**src/rtl/out_frame_sequencer.sv**
```systemverilog
// out_frame_sequencer: fills the 64-bit host output buffer one frame at a time.
// Each frame is a header word followed by FRAME_WORDS payload words. The payload words
// come from two producers, and the producers are served round-robin. The full frame is
// then held for the host, which either finishes it or asks for it to be read again.
module out_frame_sequencer #(
  parameter int unsigned FRAME_WORDS = 4,
  parameter int unsigned DATA_W      = 64
) (
  input  logic              clk,
  input  logic              reset,
  input  logic              req0_valid,
  input  logic [DATA_W-1:0] req0_data,
  output logic              req0_ready,
  input  logic              req1_valid,
  input  logic [DATA_W-1:0] req1_data,
  output logic              req1_ready,
  output logic [DATA_W-1:0] buf_data,
  output logic              buf_wr,
  output logic              buf_clear,
  output logic              buf_rewind,
  output logic              data_ready,
  input  logic              host_finish,
  input  logic              host_retransmit,
  output logic [15:0]       frame_seq
);

  localparam logic [1:0] IDLE   = 2'd0;
  localparam logic [1:0] HEADER = 2'd1;
  localparam logic [1:0] FILL   = 2'd2;
  localparam logic [1:0] READY  = 2'd3;

  localparam logic [15:0] FrameWords = 16'(FRAME_WORDS);
  localparam logic [15:0] LastIdx    = 16'(FRAME_WORDS - 1);

  logic [1:0]        state_q, state_d;
  logic [15:0]       cnt_q, cnt_d;
  logic              last_grant_q, last_grant_d;
  logic [DATA_W-1:0] buf_data_q, buf_data_d;
  logic              buf_wr_q, buf_wr_d;
  logic              buf_clear_q, buf_clear_d;
  logic              buf_rewind_q, buf_rewind_d;
  logic              data_ready_q, data_ready_d;
  logic [15:0]       frame_seq_q, frame_seq_d;
  logic              grant0, grant1;

  // Round-robin grant: a lone requester always wins; on contention the one not served last.
  always_comb begin
    grant0 = 1'b0;
    grant1 = 1'b0;
    if (state_q == FILL) begin
      if (req0_valid && (!req1_valid || last_grant_q)) begin
        grant0 = 1'b1;
      end else if (req1_valid) begin
        grant1 = 1'b1;
      end
    end
  end

  assign req0_ready = grant0 & ~reset;
  assign req1_ready = grant1 & ~reset;

  // Next-state logic; the strobes default low so each one lasts exactly one cycle.
  always_comb begin
    state_d      = state_q;
    cnt_d        = cnt_q;
    last_grant_d = last_grant_q;
    buf_data_d   = buf_data_q;
    buf_wr_d     = 1'b0;
    buf_clear_d  = 1'b0;
    buf_rewind_d = 1'b0;
    data_ready_d = data_ready_q;
    frame_seq_d  = frame_seq_q;
    case (state_q)
      IDLE: begin
        if (req0_valid || req1_valid) begin
          state_d     = HEADER;
          buf_clear_d = 1'b1;
        end
      end
      HEADER: begin
        state_d    = FILL;
        buf_wr_d   = 1'b1;
        buf_data_d = {16'hD0B1, frame_seq_q, FrameWords, 16'h0000};
      end
      FILL: begin
        if (grant0 || grant1) begin
          buf_wr_d     = 1'b1;
          buf_data_d   = grant1 ? req1_data : req0_data;
          last_grant_d = grant1;
          if (cnt_q == LastIdx) begin
            cnt_d        = 16'd0;
            state_d      = READY;
            data_ready_d = 1'b1;
          end else begin
            cnt_d = cnt_q + 16'd1;
          end
        end
      end
      READY: begin
        // Finish takes priority over a retransmit in the same cycle.
        if (host_finish) begin
          data_ready_d = 1'b0;
          frame_seq_d  = frame_seq_q + 16'd1;
          state_d      = IDLE;
        end else if (host_retransmit) begin
          buf_rewind_d = 1'b1;
          data_ready_d = 1'b0;
        end else begin
          data_ready_d = 1'b1;
        end
      end
      default: state_d = IDLE;
    endcase
  end

  // State registers with synchronous reset.
  always_ff @(posedge clk) begin
    if (reset) begin
      state_q      <= IDLE;
      cnt_q        <= 16'd0;
      last_grant_q <= 1'b1;
      buf_data_q   <= '0;
      buf_wr_q     <= 1'b0;
      buf_clear_q  <= 1'b0;
      buf_rewind_q <= 1'b0;
      data_ready_q <= 1'b0;
      frame_seq_q  <= 16'd0;
    end else begin
      state_q      <= state_d;
      cnt_q        <= cnt_d;
      last_grant_q <= last_grant_d;
      buf_data_q   <= buf_data_d;
      buf_wr_q     <= buf_wr_d;
      buf_clear_q  <= buf_clear_d;
      buf_rewind_q <= buf_rewind_d;
      data_ready_q <= data_ready_d;
      frame_seq_q  <= frame_seq_d;
    end
  end

  assign buf_data   = buf_data_q;
  assign buf_wr     = buf_wr_q;
  assign buf_clear  = buf_clear_q;
  assign buf_rewind = buf_rewind_q;
  assign data_ready = data_ready_q;
  assign frame_seq  = frame_seq_q;

endmodule

```
**config.mk**
```make
export PLATFORM = sky130hd
export DESIGN_NAME = out_frame_sequencer
export DESIGN_NICKNAME = d
export VERILOG_FILES = /design/src/rtl/out_frame_sequencer.sv
export SDC_FILE = /design/constraint.sdc
export NUM_CORES = 1
export LEC_CHECK = 0
export CAP_MARGIN = 20
export CORE_UTILIZATION = 65
export CTS_BUF_LIST = sky130_fd_sc_hd__clkbuf_4 sky130_fd_sc_hd__clkbuf_8 sky130_fd_sc_hd__clkbuf_16
export CTS_CLUSTER_SIZE = 40
export DETAILED_ROUTE_END_ITERATION = 6
export DONT_BUFFER_PORTS = 1
export PLACE_DENSITY = 0.85
export RECOVER_POWER = 25
export SYNTH_ARGS = -nofsm -noshare
export SYNTH_HDL_FRONTEND = slang
export SYNTH_SLANG_ARGS = --single-unit
export TNS_END_PERCENT = 5
```
**constraint.sdc**
```tcl
create_clock -name clk -period 3.98 [get_ports clk]
set_input_delay 0 -clock clk [delete_from_list [all_inputs] [get_ports clk]]
set_output_delay 0 -clock clk [all_outputs]
set_load 0.02 [all_outputs]
```
==> summary.txt <==
Logic synthesis
  • Post-synth cell types: 52
  • Post-synthesis async set-or-reset flop share: 0%
  • Ys flop type: dfxtp_1
  • Cells after Synth: 669
  • Number of flops mapped to enable cells by yosys: 0
  • Syn nets: 810
  • Yosys reg bits: 103
  • Syn. warnings: 0
  • Mapped Area: ~0.0052 mm²
  • Post-synthesis sequential area ratio: between 30 and 40%
  • Mean post-synth cell area: 7.84 µm²

STA
  • Clk_skew: 0.0176 ns
  • Final Hold Violating Endpoints: 0
  • Worst-Margin Slew: 1.11 ns
  • Max Clk Rate: 0.269 GHz
  • RSZ-0062 raised after global routing: false
  • Setup WS post-layout: ~0.27 ns
  • Slew Limit Headroom: roughly a quarter
  • Min cycle time layout: 3.71 ns
  • Fin crit share: 93.3%
  • Setup TNS: 0 ns
  • # setup viols final: 0
  • Final-report max-slew violation count: 0

Pwr
  • Leakage: roughly 0.0021 µW
  • Seq pwr share: 41.6%
  • Worst IR drop on VDD: 293 µV
  • Comb pwr share: 38.7%
  • Clock power frac: 19.7%
  • Switching share of power: between 40% and 50%
  • Tot Pwr: between 3000 and 4000 µW
  • Total internal power: around 2000 µW
  • Power per cell area: a little over 500 mW/mm²
  • NetSw: around 1500 µW

Worst setup path
  • Crit Path Max Fanout: between 50 and 60
  • CP Capture Type: flop
  • Worst Path Required: 4.22 ns
  • Slowest CP cell: nand2_2
  • Worst Setup SP: state_q[0]
  • Critical path type: reg -> reg
  • Top delay family on crit path: compound AO/OA/AOI/OAI gates
  • CP Launch Type: flop
  • Cell count along the critical path: 7
  • Critical Path End: buf_data[39]
  • R2r setup slk: 0.27 ns
  • Critical path, cell by cell: inv_1 -> ha_1 -> nand2_2 -> o21ai_0 -> a311o_1 -> dlygate4sd3_1 -> a21oi_1
  • Reg2Reg Launch Point: state_q[0]
  • Worst Path Buf+Inv: 2
  • R2R cell count: 7
  • Critical Path Max Stage Delay: 0.84 ns
  • RR Endpoint: buf_data[39]
  • Worst path arrival time: roughly 4 ns

Die
  • Rows: 32
  • DIE HEIGHT: roughly 90 µm
  • Die Area: ~0.0084 mm²
  • Core Area: 0.00777 mm²
  • Io pins: 220
  • Starting Density: approximately two thirds
  • Die Wd: between 90 and 100 µm

Job
  • Max-cap violations: 0

Final layout
  • Synth-to-Final Area Change: 28.3%
  • Fillers: slightly below 400
  • Post-route insts no fill: 871
  • Fin nets: around 900
  • Fraction of layout cells with a size suffix above 1: 4.95%
  • Fin area: 0.00672 mm²
  • Most common cell after layout, fill and taps aside: dlygate4sd3_1
  • Most frequent cells in the layout: dlygate4sd3_1, dfxtp_1, nand2_1

Global routing
  • Number of global-route vias before repair: roughly 6000
  • First-pass GRT wire length: 29100 µm
  • Largest net degree at the start of global routing: 94
  • Total grt overflow: 0
  • All-Layer GR Usage: a little over two fifths
  • Initial antenna violation count: 2

Placement
  • Cell Area, Placed: 0.00514 mm²
  • Port buffer count: 0
  • Cells after DPL: 718
  • Placement Setup Slack: 1.05 ns
  • RePlAce Congestion: ~0.82
  • DP Wirelength: slightly below 9000 µm

Route
  • First-pass DRT Iterations: 6
  • Via count: between 5000 and 6000
  • Routed WL: 18700 µm
  • Via/cell ratio: 6.75
  • DRC violation total after the first TritonRoute iteration: 489
  • Max Used Layer: met4
  • Met2 wire length: ~9200 µm
  • Routed met3 length: 1940 µm
  • Drt wl/cell: 21.5 µm
  • WL met1: 6340 µm
  • Post-route DRC: 0
  • Post-DRT Antenna Nets: 0

Clocking
  • Worst-path clk slew: 0.11 ns
  • Clock Path Buffers: 2
  • CTS Buf Count: 9
  • CTS root buf: clkbuf_8
  • CTS tree: done
  • Post CTS Setup Buffer Count: 0
  • Clk_lat worst skew: 0.37 ns
  • Clock Sinks: 103
  • Clock H-tree levels: 3

Worst hold path
  • Worst min-delay path class: in -> reg

Status
  • Status: finished, final reports clean
[logic make-up (layout without fill, tap and decap cells)]
kind of cell	count (synthesis)	after routing	share of synthesized area, %
compound gates	204	204	24.8
xor+xnor	22	22	3.68
fa+ha+maj	7	7	1.67
buf+inv	65	163	6.13
flops	103	103	39.3
mux	3	3	0.621
other cells	0	2	0
simple gates	265	265	23.7
[repair_timing]
action | in CTS | in global routing
hold buffers | 134 | 0
gates resized for setup | 0 | 0
hold endpoints to repair | 89 | 0
[cell usage after synthesis (9+ instances only)]
| cell type | instances | share of area (%) |
|---|---|---|
| a21oi_1 | 64 | 6.1 |
| clkbuf_1 | 21 | 1.5 |
| o21ai_0 | 42 | 4.0 |
| o21ai_1 | 18 | 1.7 |
| buf_2 | 20 | 1.9 |
| nor2_1 | 61 | 4.4 |
| nor3_1 | 11 | 1.1 |
| nand3_1 | 61 | 5.8 |
| nor4_1 | 9 | 1.1 |
| nand2_1 | 89 | 6.4 |
| a311o_1 | 16 | 3.1 |
| a21o_1 | 41 | 5.9 |
| dfxtp_1 | 103 | 39 |
| xnor2_1 | 14 | 2.3 |
[stage by stage]
step                hold slack [ns]  utilization [%]
floorplan                    0.0793                -
global placement             0.0754             66.1
global route                 0.0452             86.6
finish                       0.0268             86.6
CTS                          0.0122             86.2
detailed placement           0.0813             66.1
[worst min-delay path by stage]
stage | end | depth (start not counted) | startpoint
floorplan | buf_rewind | 1 | host_finish
global placement | buf_data[42] | 1 | reset
detailed placement | buf_data[44] | 1 | reset
CTS | state_q[0] | 3 | host_finish
global route | frame_seq[1] | 2 | reset
finish | frame_seq[8] | 2 | reset
[registers in the layout, indices dropped and copies added, names as in the netlist]
name          flops
buf_data         64
cnt_q            16
frame_seq        16
state_q           2
buf_clear         1
buf_rewind        1
buf_wr            1
data_ready        1
last_grant_q      1
[cell type report]
type	count	area (µm²)	share of cell area [%]
Tap cell	102	128	1.90
Clock inverter	7	80.1	1.19
Inverter	8	30.0	0.447
Sequential cell	103	2060	30.7
Timing Repair Buffer	139	1420	21.1
Antenna cell	2	5.00	0.0744
Multi-Input combinational cell	501	2870	42.7
Clock buffer	9	124	1.84
[layer usage]
layer  GRT usage, %  up-vias
li1               -     2548
met4           28.0        0
met5              0        -
met3           11.2      140
met1           46.0     2746
met2           76.5      449
[power groups by stage]
| stage | Sequential [µW] | Combinational [µW] | Clock, µW |
|---|---|---|---|
| after floorplan | 1420 | 850 | 0 |
| after global placement | 1450 | 911 | 0 |
| after detailed placement | 1460 | 949 | 0 |
| after CTS | 1430 | 1220 | 677 |
| after global routing | 1460 | 1430 | 722 |
| final | 1450 | 1350 | 684 |
Note: power is estimated with default switching activity, not from simulation.
